==> src/rtl/ffp_input_conditioner.sv <==
// ffp_input_conditioner
// Front-end for the fastest-finger quiz block: synchronises and debounces the
// four contestant buttons, emits a one-clock press pulse per button and
// latches which contestant pressed first in the current round.
// Build option: define SYNC_3FF_EN for a 3-flop synchroniser (default is 2).

module ffp_input_conditioner #(
  parameter int DEBOUNCE_CYCLES = 16
) (
  input  logic       clk,
  input  logic       rst,
  input  logic [3:0] btn_raw,
  input  logic       round_clr,
  output logic [3:0] player,
  output logic [3:0] press,
  output logic       first_valid,
  output logic [1:0] first_id
);

  localparam int CNT_W = (DEBOUNCE_CYCLES > 1) ? $clog2(DEBOUNCE_CYCLES) : 1;
  localparam logic [CNT_W-1:0] CNT_MAX = CNT_W'(DEBOUNCE_CYCLES - 1);

`ifdef SYNC_3FF_EN
  localparam int SYNC_STAGES = 3;
`else
  localparam int SYNC_STAGES = 2;
`endif

  localparam logic STATE_OPEN   = 1'b0;
  localparam logic STATE_LOCKED = 1'b1;

  logic [3:0]       sync_q [SYNC_STAGES];
  logic [3:0]       sync_out;
  logic [CNT_W-1:0] cnt [4];
  logic [3:0]       flip;
  logic             state;
  logic [1:0]       lowest_idx;

  assign sync_out    = sync_q[SYNC_STAGES-1];
  assign first_valid = state;

  // Metastability chain: each raw button passes through SYNC_STAGES flops.
  always_ff @(posedge clk or posedge rst) begin
    if (rst) begin
      for (int k = 0; k < SYNC_STAGES; k++) begin
        sync_q[k] <= 4'b0000;
      end
    end else begin
      sync_q[0] <= btn_raw;
      for (int k = 1; k < SYNC_STAGES; k++) begin
        sync_q[k] <= sync_q[k-1];
      end
    end
  end

  // A button flips its stable level on the edge its disagreement run completes.
  always_comb begin
    flip = 4'b0000;
    for (int i = 0; i < 4; i++) begin
      flip[i] = (sync_out[i] != player[i]) && (cnt[i] == CNT_MAX);
    end
  end

  // Per-button debounce counters, stable levels and rising-edge press pulses.
  always_ff @(posedge clk or posedge rst) begin
    if (rst) begin
      player <= 4'b0000;
      press  <= 4'b0000;
      for (int i = 0; i < 4; i++) begin
        cnt[i] <= '0;
      end
    end else begin
      press <= flip & sync_out;
      for (int i = 0; i < 4; i++) begin
        if (sync_out[i] == player[i]) begin
          cnt[i] <= '0;
        end else if (cnt[i] == CNT_MAX) begin
          cnt[i]    <= '0;
          player[i] <= sync_out[i];
        end else begin
          cnt[i] <= cnt[i] + CNT_W'(1);
        end
      end
    end
  end

  // Simultaneous presses resolve to the lowest-numbered contestant.
  always_comb begin
    lowest_idx = 2'd0;
    if (press[0]) begin
      lowest_idx = 2'd0;
    end else if (press[1]) begin
      lowest_idx = 2'd1;
    end else if (press[2]) begin
      lowest_idx = 2'd2;
    end else if (press[3]) begin
      lowest_idx = 2'd3;
    end
  end

  // First-press latch: round_clr reopens the round and outranks a same-cycle press.
  always_ff @(posedge clk or posedge rst) begin
    if (rst) begin
      state    <= STATE_OPEN;
      first_id <= 2'd0;
    end else if (round_clr) begin
      state    <= STATE_OPEN;
      first_id <= 2'd0;
    end else if ((state == STATE_OPEN) && (press != 4'b0000)) begin
      state    <= STATE_LOCKED;
      first_id <= lowest_idx;
    end
  end

endmodule

==> config.mk <==
export PLATFORM = sky130hd
export DESIGN_NAME = ffp_input_conditioner
export DESIGN_NICKNAME = d
export VERILOG_FILES = /design/src/rtl/ffp_input_conditioner.sv
export SDC_FILE = /design/constraint.sdc
export NUM_CORES = 1
export LEC_CHECK = 0
export CAP_MARGIN = 10
export CORE_MARGIN = 2
export CORE_UTILIZATION = 40
export DETAILED_ROUTE_END_ITERATION = 16
export GPL_TIMING_DRIVEN = 1
export MAX_ROUTING_LAYER = met4
export PLACE_DENSITY_LB_ADDON = 0.25
export SLEW_MARGIN = 20
export SYNTH_ARGS = -nofsm -noshare
export SYNTH_HDL_FRONTEND = slang
export SYNTH_SLANG_ARGS = --single-unit
==> constraint.sdc <==
create_clock -name clk -period 1.35 [get_ports clk]
set_input_delay 0.3375 -clock clk [delete_from_list [all_inputs] [get_ports clk]]
set_output_delay 0.3375 -clock clk [all_outputs]
set_load 0.01 [all_outputs]
==> run_results.csv <==
group,metric,value,unit
worst_setup_path,r2r_start,"cnt[8]",
power,comb_power_share,0.063,
worst_setup_path,setup.worst_path.start,"first_id[0]",
finish,final_core_util,0.526,
synthesis,synth.area.top_cells,"dfrtp_1 (64%), xnor2_1 (5.1%), mux2_4 (4.4%)",
worst_setup_path,start_kind,"flop",
finish,drive_gt1_frac,0.214,
timing,fmax,771,MHz
timing,rsz0062_at_grt,"no",
power,swShare,0.222,
worst_setup_path,cp.depth,1,
placed_design,io_buffers,17,
worst_setup_path,path_cells,"clkdlybuf4s15_1",
synthesis,ys_ff_latch,35,
clock_tree,cts_tree,"built",
synthesis,yosys.area.top_type,"dfrtp_1",
worst_setup_path,crit_slowest_cell,"dfrtp_1",
synthesis,synth.avg_cell_area,13.1,um^2
detailed_routing,drt_first_iter_violations,15,
worst_setup_path,cpLargestDelayFamily,"flip-flops",
timing,finClkSkew,0.00433,ns
clock_tree,cts_max_level,2,
placed_design,dpl.hpwl,1600,um
power,peakVddDrop,606,uV
power,power.share.clock,0.335,
clock_tree,cts_buffers,5,
global_routing,grt_pass1_vias,976,
worst_setup_path,crit_path_max_fanout,2,
clock_tree,clock_path_buffers,2,
worst_setup_path,max_stage_delay,0.40,ns
power,power_density,1070,nW/um^2
worst_setup_path,worstSetupEndpoint,"first_id[0]",
clock_tree,postCtsHoldBufs,0,
hold_path,hp-class,"in2async",
detailed_routing,wl_per_cell,12.4,um
worst_setup_path,critical_path_class,"reg2out",
timing,fin_crit_sh,0.961,
worst_setup_path,crit_arrival,0.96,ns
detailed_routing,num_vias,904,
clock_tree,cts.sinks,35,
synthesis,ys_warn_count,0,
finish,fin_nets,150,
timing,drv_slew,0,
worst_setup_path,worstPathRequired,1.01,ns
worst_setup_path,r2r_cells,3,
detailed_routing,drc,0,
global_routing,antenna_found_initial,0,
synthesis,synth_area,1380,um^2
floorplanning,dieArea,3930,um^2
power,p_leak,0.783,nW
power,p_seq_frac,0.602,
global_routing,grt-ovfl-total,0,
synthesis,syn_inst,105,
synthesis,yosysUniqueCellTypes,17,
floorplanning,start_util,0.416,
power,intPower,1.46,mW
floorplanning,die_w,62.7,um
detailed_routing,drt-pass1-iter-count,4,
floorplanning,core,3310,um^2
finish,area_growth,26.4,%
synthesis,synth.top_cell.area_share,0.635,
clock_tree,clkSlewWorstSetupHoldPaths,0.10,ns
floorplanning,std_cell_rows,21,
status,outcome,"complete, no violations",
finish,num_antenna_cells,0,
synthesis,synth_most_common_cell,"dfrtp_1",
global_routing,grt_max_degree,36,
timing,worstMarginPinSlew,0.339,ns
power,p_switching,416,uW
synthesis,synth_fp_nets,116,
timing,setup_tns,0,ns
worst_setup_path,cp.buffers_inverters,1,
clock_tree,clkLatencyLatePin,0.33,ns
job,max_cap_viol_count,0,
timing,period_needed,1.30,ns
floorplanning,fp.dieH,62.7,um
detailed_routing,ant_nets,0,
floorplanning,io_pins,18,
synthesis,netlist_top_cells_count,"dfrtp_1 (35), a21oi_1 (10), nor2_1 (8), xnor2_1 (8), inv_1 (7)",
placed_design,globalplace.congestion,0.799,
clock_tree,cts_root_buffer,"clkbuf_4",
worst_setup_path,reg2reg_to,"player[1]",
detailed_routing,routed_via_density,4.86,
global_routing,grtUsageTotal,0.146,
timing,setup_viol,0,
worst_setup_path,critPathCaptureType,"primary output",
synthesis,synth_edf_count,0,
timing,hold_viol,0,
synthesis,ys.flop_type,"dfrtp_1",
synthesis,async_flop_share,1.00,
global_routing,grt_pass1_wl,4250,um
detailed_routing,wl,2300,um
timing,slew_headroom,0.773,
synthesis,synth-seq-area-share,0.635,
worst_setup_path,regToRegSetupSlack,0.12,ns
flip-flops by register name, indices dropped and copies added (netlist names):
name	count
cnt	16
player	4
press	4
sync_out	4
sync_q	4
first_id	2
first_valid	1
logic make-up (layout without fill, tap and decap cells):
logic type,after synthesis,count (layout),synth area share
AO/OA/AOI/OAI,19,19,0.0808
XOR/XNOR,8,8,0.0508
adder cells (fa/ha/maj),4,4,0.0363
buffers and inverters,7,42,0.0191
flip-flops,35,35,0.635
multiplexers,4,4,0.0436
AND/OR/NAND/NOR,28,28,0.134
layer usage:
metal,vias up,GRT usage,part of all wire
li1,436,-,-
met5,-,-,0
met3,6,0.0541,0.043
met2,16,0.235,0.48
met1,446,0.160,0.46
met4,0,0.0667,0.024
how the worst min path moves through the flow:
stage / startpoint / to / slack, ns / depth (start not counted)
floorplan: sync_q[4] / sync_out[0] / 0.33 / 0
global placement: sync_q[7] / sync_out[3] / 0.33 / 0
detailed placement: sync_q[4] / sync_out[0] / 0.34 / 0
CTS: rst / press[1] / 0.34 / 3
global route: rst / cnt[11] / 0.33 / 3
finish: rst / cnt[11] / 0.34 / 3
placed cells by master, fill, tap and decap left out, types with 5 or more instances in the layout:
cell type,n
nor3b_1,6
clkdlybuf4s15_1,7
dfrtp_1,35
nor2_1,8
inv_1,7
xnor2_1,8
a21oi_1,10
buf_4,9
clkbuf_4,5
clkdlybuf4s50_1,6
timing repair:
item,CTS,global route
hold endpoints to repair,0,0
buffers inserted,5,0
setup endpoints to repair,11,5
gates resized for setup,21,5
area by class of cell:
class	instances	area [um^2]
Fill cell	310	1570
Sequential cell	35	876
Multi-Input combinational cell	63	477
Timing Repair Buffer	27	238
Clock buffer	8	68.8
Tap cell	46	57.6
Inverter	7	26.3
through the flow:
stage | hold slack, ns | area, um^2 | worst slack, ns | instances | total power, mW
4_1_cts | 0.335 | 1760 | 0.00155 | 186 | 1.91
3_5_place_dp | 0.336 | 1660 | 0.0745 | 173 | 1.27
2_1_floorplan | 0.331 | 1380 | 0.208 | 105 | 1.22
3_3_place_gp | 0.333 | 1660 | 0.0842 | 173 | 1.26
5_1_grt | 0.333 | 1740 | 0.00224 | 186 | 1.99
6_report | 0.344 | 1740 | 0.0532 | 186 | 1.87
power by group through the flow:
stage	clock network, mW	logic, mW	registers [mW]
floorplan	0	0.0775	1.14
global placement	0	0.115	1.14
detailed placement	0	0.122	1.15
CTS	0.664	0.122	1.13
global route	0.713	0.136	1.14
finish	0.627	0.118	1.13
Power figures use the tool's default switching activity.
